`src/rtl/cas_change_logger.sv`:
```
// cas_change_logger: timestamps every change of the decoder's {d,c} and queues
// the records in a show-ahead FIFO drained through a ready/valid port.
module cas_change_logger #(
    parameter int DEPTH = 4,
    parameter int TS_W = 8,
    localparam int AW = $clog2(DEPTH)
) (
    input  logic            clock,
    input  logic            reset,
    input  logic            en,
    input  logic [2:0]      c_in,
    input  logic            d_in,
    input  logic            rd_ready,
    output logic            rd_valid,
    output logic [TS_W+3:0] rd_data,
    output logic [AW:0]     count,
    output logic            overflow
);
    logic [TS_W-1:0] ts;
    logic [3:0]      prev;
    logic            prev_ok;
    logic [AW:0]     wr_ptr, rd_ptr;
    logic [TS_W+3:0] mem [DEPTH];
    logic [3:0]      cur;
    logic            full, log_ev, pop, push, drop;

    always_comb begin
        cur    = {d_in, c_in};
        count  = wr_ptr - rd_ptr;
        full   = (wr_ptr ^ rd_ptr) == {1'b1, {AW{1'b0}}};
        log_ev = en && (!prev_ok || cur != prev);
        pop    = rd_valid && rd_ready;
        push   = log_ev && (!full || pop);
        drop   = log_ev && full && !pop;
    end

    assign rd_valid = wr_ptr != rd_ptr;
    assign rd_data  = rd_valid ? mem[rd_ptr[AW-1:0]] : '0;

    always_ff @(posedge clock or negedge reset) begin
        if (!reset) begin
            ts       <= '0;
            prev     <= '0;
            prev_ok  <= 1'b0;
            wr_ptr   <= '0;
            rd_ptr   <= '0;
            overflow <= 1'b0;
        end else begin
            if (en) begin
                ts      <= ts + TS_W'(1);
                prev    <= cur;
                prev_ok <= 1'b1;
            end
            if (push) wr_ptr <= wr_ptr + (AW+1)'(1);
            if (pop) rd_ptr <= rd_ptr + (AW+1)'(1);
            if (drop) overflow <= 1'b1;
        end
    end

    // Record carries the timestamp from before this edge's increment.
    always_ff @(posedge clock) begin
        if (push) mem[wr_ptr[AW-1:0]] <= {ts, cur};
    end
endmodule

```
`config.mk`:
```
export PLATFORM = sky130hd
export DESIGN_NAME = cas_change_logger
export DESIGN_NICKNAME = d
export VERILOG_FILES = /design/src/rtl/cas_change_logger.sv
export SDC_FILE = /design/constraint.sdc
export NUM_CORES = 1
export LEC_CHECK = 0
export CELL_PAD_IN_SITES_DETAIL_PLACEMENT = 1
export CELL_PAD_IN_SITES_GLOBAL_PLACEMENT = 2
export CORE_MARGIN = 1.5
export CORE_UTILIZATION = 34
export CTS_CLUSTER_SIZE = 8
export DETAILED_ROUTE_END_ITERATION = 10
export GPL_ROUTABILITY_DRIVEN = 0
export PLACE_DENSITY_LB_ADDON = 0.1
export SETUP_SLACK_MARGIN = 0.3
export SKIP_CTS_REPAIR_TIMING = 1
export SLEW_MARGIN = 20
export SYNTH_ARGS = -nofsm -noshare
export SYNTH_HDL_FRONTEND = slang
export SYNTH_SLANG_ARGS = --single-unit
```
`constraint.sdc`:
```
create_clock -name clock -period 3.2 [get_ports clock]
set_input_delay 0.32 -clock clock [delete_from_list [all_inputs] [get_ports clock]]
set_output_delay 0.32 -clock clock [all_outputs]
set_load 0.01 [all_outputs]
```
Word level (Yosys, flattened, before mapping)

Memories as Yosys holds them, arrays and structs flattened.
Index checks and enable logic that the tools add are counted.

Register bits: 20
Bits in latches: 0
RAM bits: 48
ROM bits: 0
Input port bits: 8
Output and inout port bits: 17
Memories: 1

$add $sub $neg: 4
Multipliers: 0
Divide/modulo/power cells: 0
Magnitude comparators: 0
Equal/unequal tests: 3
Shifts and indexed selects: 0
Muxes and demuxes: 3
Bitwise gates (word level): 1
Reduce and logical (&&, ||, !) cells: 10

Memory list:

| memory | depth | width | read ports | clocked after memory_dff | wr ports | line | RTL |
|---|---|---|---|---|---|---|---|
| mem    | 4     | 12    | 1          | 0                        | 1        | 23   | `logic [TS_W+3:0] mem [DEPTH];` |

Operators with widths:

| operator                                    | number |
|---|---|
| 2-to-1 mux 12 bit                           | 1 |
| adder 8 x 1 -> 8 bit, second input constant | 1 |
| adder 3 x 1 -> 3 bit, second input constant | 2 |
| logical AND 1 bit                           | 5 |
| != test 4 bit                               | 1 |
| equality test 3 bit, second input constant  | 1 |
| zero test 1 bit                             | 3 |
| != test 3 bit                               | 1 |
| subtractor 3 bit                            | 1 |
| XOR 3 bit                                   | 1 |
| logical OR 1 bit                            | 2 |
| 2-to-1 mux 1 bit                            | 2 |

Depth between registers and ports, before layout

Word-level depth: 7
Gate-level depth with buffers: 7
Depth with buffers taken out: 6

Worst setup path after synthesis

Ideal clock, no wire load.

Kind: flip-flop to flip-flop
Start point: register rd_ptr[1]
End point: memory mem[3][0] in the netlist's numbering (enable)
Library setup time: 383 ps
Arrival: 1994 ps
Required time: 2817 ps
Path slack: 823 ps
Stages on the path, launching flop included: 7
Buffers on the path: 1
Period minus slack after synthesis: 2377 ps
Path through: dfrtp_1 > clkbuf_1 > inv_2 > ha_1 > nand2_1 > o31ai_4 > a211oi_2

Word-level cells in the longest chain between the ends: 7
Elaborated cells between the ends (all ways): 9
Classes of those cells: 2 x eq/ne; 2 x mux; 1 x bitwise; 4 x reduce/logical

RTL lines:

| element                                  | line | RTL |
|---|---|---|
| start, declared                          | 22   | `logic [AW:0] wr_ptr, rd_ptr;` |
| start signal, assigned                   | 55   | `if (pop) rd_ptr <= rd_ptr + (AW+1)'(1);` |
| XOR 3 bit                                | 30   | `full = (wr_ptr ^ rd_ptr) == {1'b1, {AW{1'b0}}};` |
| equality test 3 bit                      | 30   |  |
| zero test 1 bit                          | 33   | `push = log_ev && (!full \|\| pop);` |
| logical OR 1 bit *                       | 33   |  |
| logical AND 1 bit *                      | 33   |  |
| 2-to-1 mux 1 bit *                       | 62   | `if (push) mem[wr_ptr[AW-1:0]] <= {ts, cur};` |
| 2-to-1 mux 1 bit (implied by the code) * | 62   |  |
| end, declared                            | 23   |  |

Every way passes the cells marked *; elsewhere a longest branch is shown, timed or not.

Worst setup path after layout

Start point: register wr_ptr[0]
End point: output port rd_data[2]

Word-level cells in the longest chain between the ends: 2

RTL lines:

| element                | line | RTL |
|---|---|---|
| start, declared        | 22   |  |
| start signal, assigned | 54   | `if (push) wr_ptr <= wr_ptr + (AW+1)'(1);` |
| != test 3 bit          | 37   | `assign rd_valid = wr_ptr != rd_ptr;` |
| 2-to-1 mux 12 bit      | 38   | `assign rd_data = rd_valid ? mem[rd_ptr[AW-1:0]] : '0;` |
| end, declared          | 15   | `output logic [TS_W+3:0] rd_data,` |

Every way passes these cells.

==> results.json <==
{
  "die_w_microns": 94.56,
  "register_area_sq_um": 1942,
  "finalCriticalPeriod_ns": 2.602,
  "synth-xor-area-share": 0.05487,
  "ys_seq_area_frac": 0.6813,
  "multi_input_comb_area_sq_um": 872.1,
  "root_buffer": "clkbuf_8",
  "yosysWarningCount": 0,
  "setup_violations": 0,
  "hold-path-endpoint": "prev_ok",
  "worstReg2RegEnd": "mem[2][0]",
  "grt.total_usage": 0.1479,
  "reg2reg_depth": 7,
  "min_path_type": "reg2reg",
  "ant_nets": 0,
  "slew_headroom": 0.3325,
  "start_kind": "register",
  "drc": 0,
  "final_max_slew_viol_count": 0,
  "cts_tree": "yes",
  "dpl.hpwl_microns": 3759,
  "power_density_nw_per_um2": 1084,
  "dr.first_iter.drc_count": 77,
  "rrSetupSlack_ns": 0.98,
  "synthMuxAreaShare": 0.1238,
  "syn_area_sq_um": 2850,
  "dieArea_sq_um": 8942,
  "grt_first_pass_wirelength_microns": 8976,
  "required_ns": 2.88,
  "io_pins": 25,
  "cts_buffers": 9,
  "final_nets": 215,
  "grt_max_degree": 21,
  "synthSimpleGateAreaFrac": 0.06541,
  "finalSetupTns_ns": 0,
  "worstSetupEndpointType": "primary output",
  "fin_worst_skew_ns": 0.01244,
  "post_drt_wl_per_cell_microns": 18.50,
  "r2r_start": "wr_ptr[0]",
  "post-route-period-util": 0.8131,
  "layout_commonest_cell": "edfxtp_1",
  "most-common-layout-cells": "edfxtp_1, clkdlybuf4s50_1, dfrtp_1",
  "rsz0062_at_grt": "false",
  "clockBufferDepth": 2,
  "synth_top_family_by_area": "multiplexers",
  "max-vdd-ir-drop_v": 0.0004223,
  "cap_violations": 0,
  "start_util": 0.3486,
  "drive_gt1_frac": 0.2315,
  "syn_area_per_cell_sq_um": 17.81,
  "clock-sinks": 68,
  "tightest_slew_ns": 0.9981,
  "synth_compound_area_frac": 0.01800,
  "portBuffers": 24,
  "ys_ff_latch": 68,
  "htree_num_levels": 3,
  "max_freq_ghz": 0.3843,
  "finalHoldViolCount": 0,
  "wirelength_microns": 5697,
  "vias": 1461,
  "firstDrtPassIters": 4,
  "crit_arrival_ns": 2.28,
  "syn_nets": 177,
  "antenna_found_initial": 0,
  "synth_cell_types": 28,
  "nFillCells": 817,
  "holdPathStages": 1,
  "grt_pass1_vias": 1598,
  "synth_cells": 160,
  "clkLatencyLatePin_ns": 0.34,
  "min_from": "prev_ok",
  "status": "finished, final reports clean",
  "die-height_microns": 94.56,
  "utilization": 0.4281,
  "rows": 33,
  "worstSetupPathType": "reg2out",
  "synth_fa_ha_area_frac": 0.04214,
  "via_per_inst": 4.744,
  "critPathMaxFanout": 15,
  "syn_to_final_growth_pct": 22.78,
  "power.leakage_uw": 0.001275,
  "core-area_sq_um": 8175,
  "antenna_cells": 0,
  "overflow": 0,
  "clk_pin_slew_ns": 0.07
}
## area by class of cell
cell class / instances / share of cell area
clock buffers: 9 / 0.03540
inverters: 6 / 0.006435
flip-flops and latches: 68 / 0.5549
multi-input cells: 82 / 0.2492
repair buffers: 31 / 0.08366
clock inverters: 7 / 0.03289
well taps: 105 / 0.03754
## cells in the mapped netlist (all sizes together)
cell type  number  share of area
a211oi          1         0.0044
a21oi           1         0.0031
a31o            1         0.0031
and2           16          0.035
and3            1         0.0022
buf             1         0.0026
clkbuf          3         0.0040
dfrtp          20           0.18
edfxtp         48           0.51
fa              1         0.0070
ha              8          0.035
inv             6         0.0079
mux2            7          0.029
mux4           12          0.095
nand2           6         0.0079
nand3           2         0.0035
nand4           3         0.0066
nor2            2         0.0026
nor3            2         0.0053
o31ai           1         0.0075
or2             1         0.0022
xnor2          10          0.033
xor2            7          0.022
## cells by family (layout without fill, tap and decap cells)
| group | Yosys count | count (layout) |
|---|---|---|
| adder cells (fa/ha/maj) | 9 | 9 |
| AND/OR/NAND/NOR | 33 | 33 |
| buffers and inverters | 10 | 53 |
| multiplexers | 19 | 19 |
| flip-flops | 68 | 68 |
| AO/OA/AOI/OAI | 4 | 4 |
| XOR/XNOR | 17 | 17 |
## metrics by stage
stage                     cells  setup slack [ns]  total power (uW)  cell area, sq um  hold WS [ns]
final                       308            0.5982              3794              3500        0.4607
after global routing        308            0.4056              4045              3500        0.4928
after CTS                   308            0.2694              3850              3495        0.4675
after detailed placement    292            0.6530              3009              3256        0.4503
after global placement      292            0.8102              2933              3256        0.4506
after floorplan             160            0.8228              2248              2850       0.02441
## per-layer routing
layer,vias up,global-route usage,part of all wire
met3,6,0.04589,0.028
met5,-,0,0
met4,0,0.05224,0.012
met1,761,0.1759,0.43
li1,670,-,-
met2,24,0.2530,0.53
## worst max-delay path by stage
stage | from | to | slack [ns] | cells past startpoint
floorplan | rd_ptr[1] | mem[3][0] | 0.82 | 6
global placement | wr_ptr[0] | rd_data[2] | 0.81 | 5
detailed placement | wr_ptr[0] | rd_data[2] | 0.65 | 5
CTS | wr_ptr[0] | rd_data[2] | 0.27 | 5
global route | wr_ptr[0] | rd_data[10] | 0.41 | 5
finish | wr_ptr[0] | rd_data[2] | 0.60 | 5
## sequential cells by signal (all words and copies together) (netlist names)
register  flops
mem          48
prev          4
prev_ok       1
ts            8
rd_ptr        3
wr_ptr        3
overflow      1
## worst max-delay path, stage by stage, from the launching register on
cell,delay (ns)
dfrtp_1,0.39
inv_1,0.12
ha_1,0.36
nand3_2,0.32
and2_1,0.28
clkdlybuf4s50_1,0.47
## power by group
| part | internal (uW) | leakage (uW) | switching (uW) |
|---|---|---|---|
| clock network | 515 | 0.000117 | 322 |
| logic | 837 | 0.000479 | 714 |
| registers | 1240 | 0.000679 | 164 |
| total | 2590 | 0.00127 | 1200 |
Note: power is estimated with default switching activity, not from simulation.
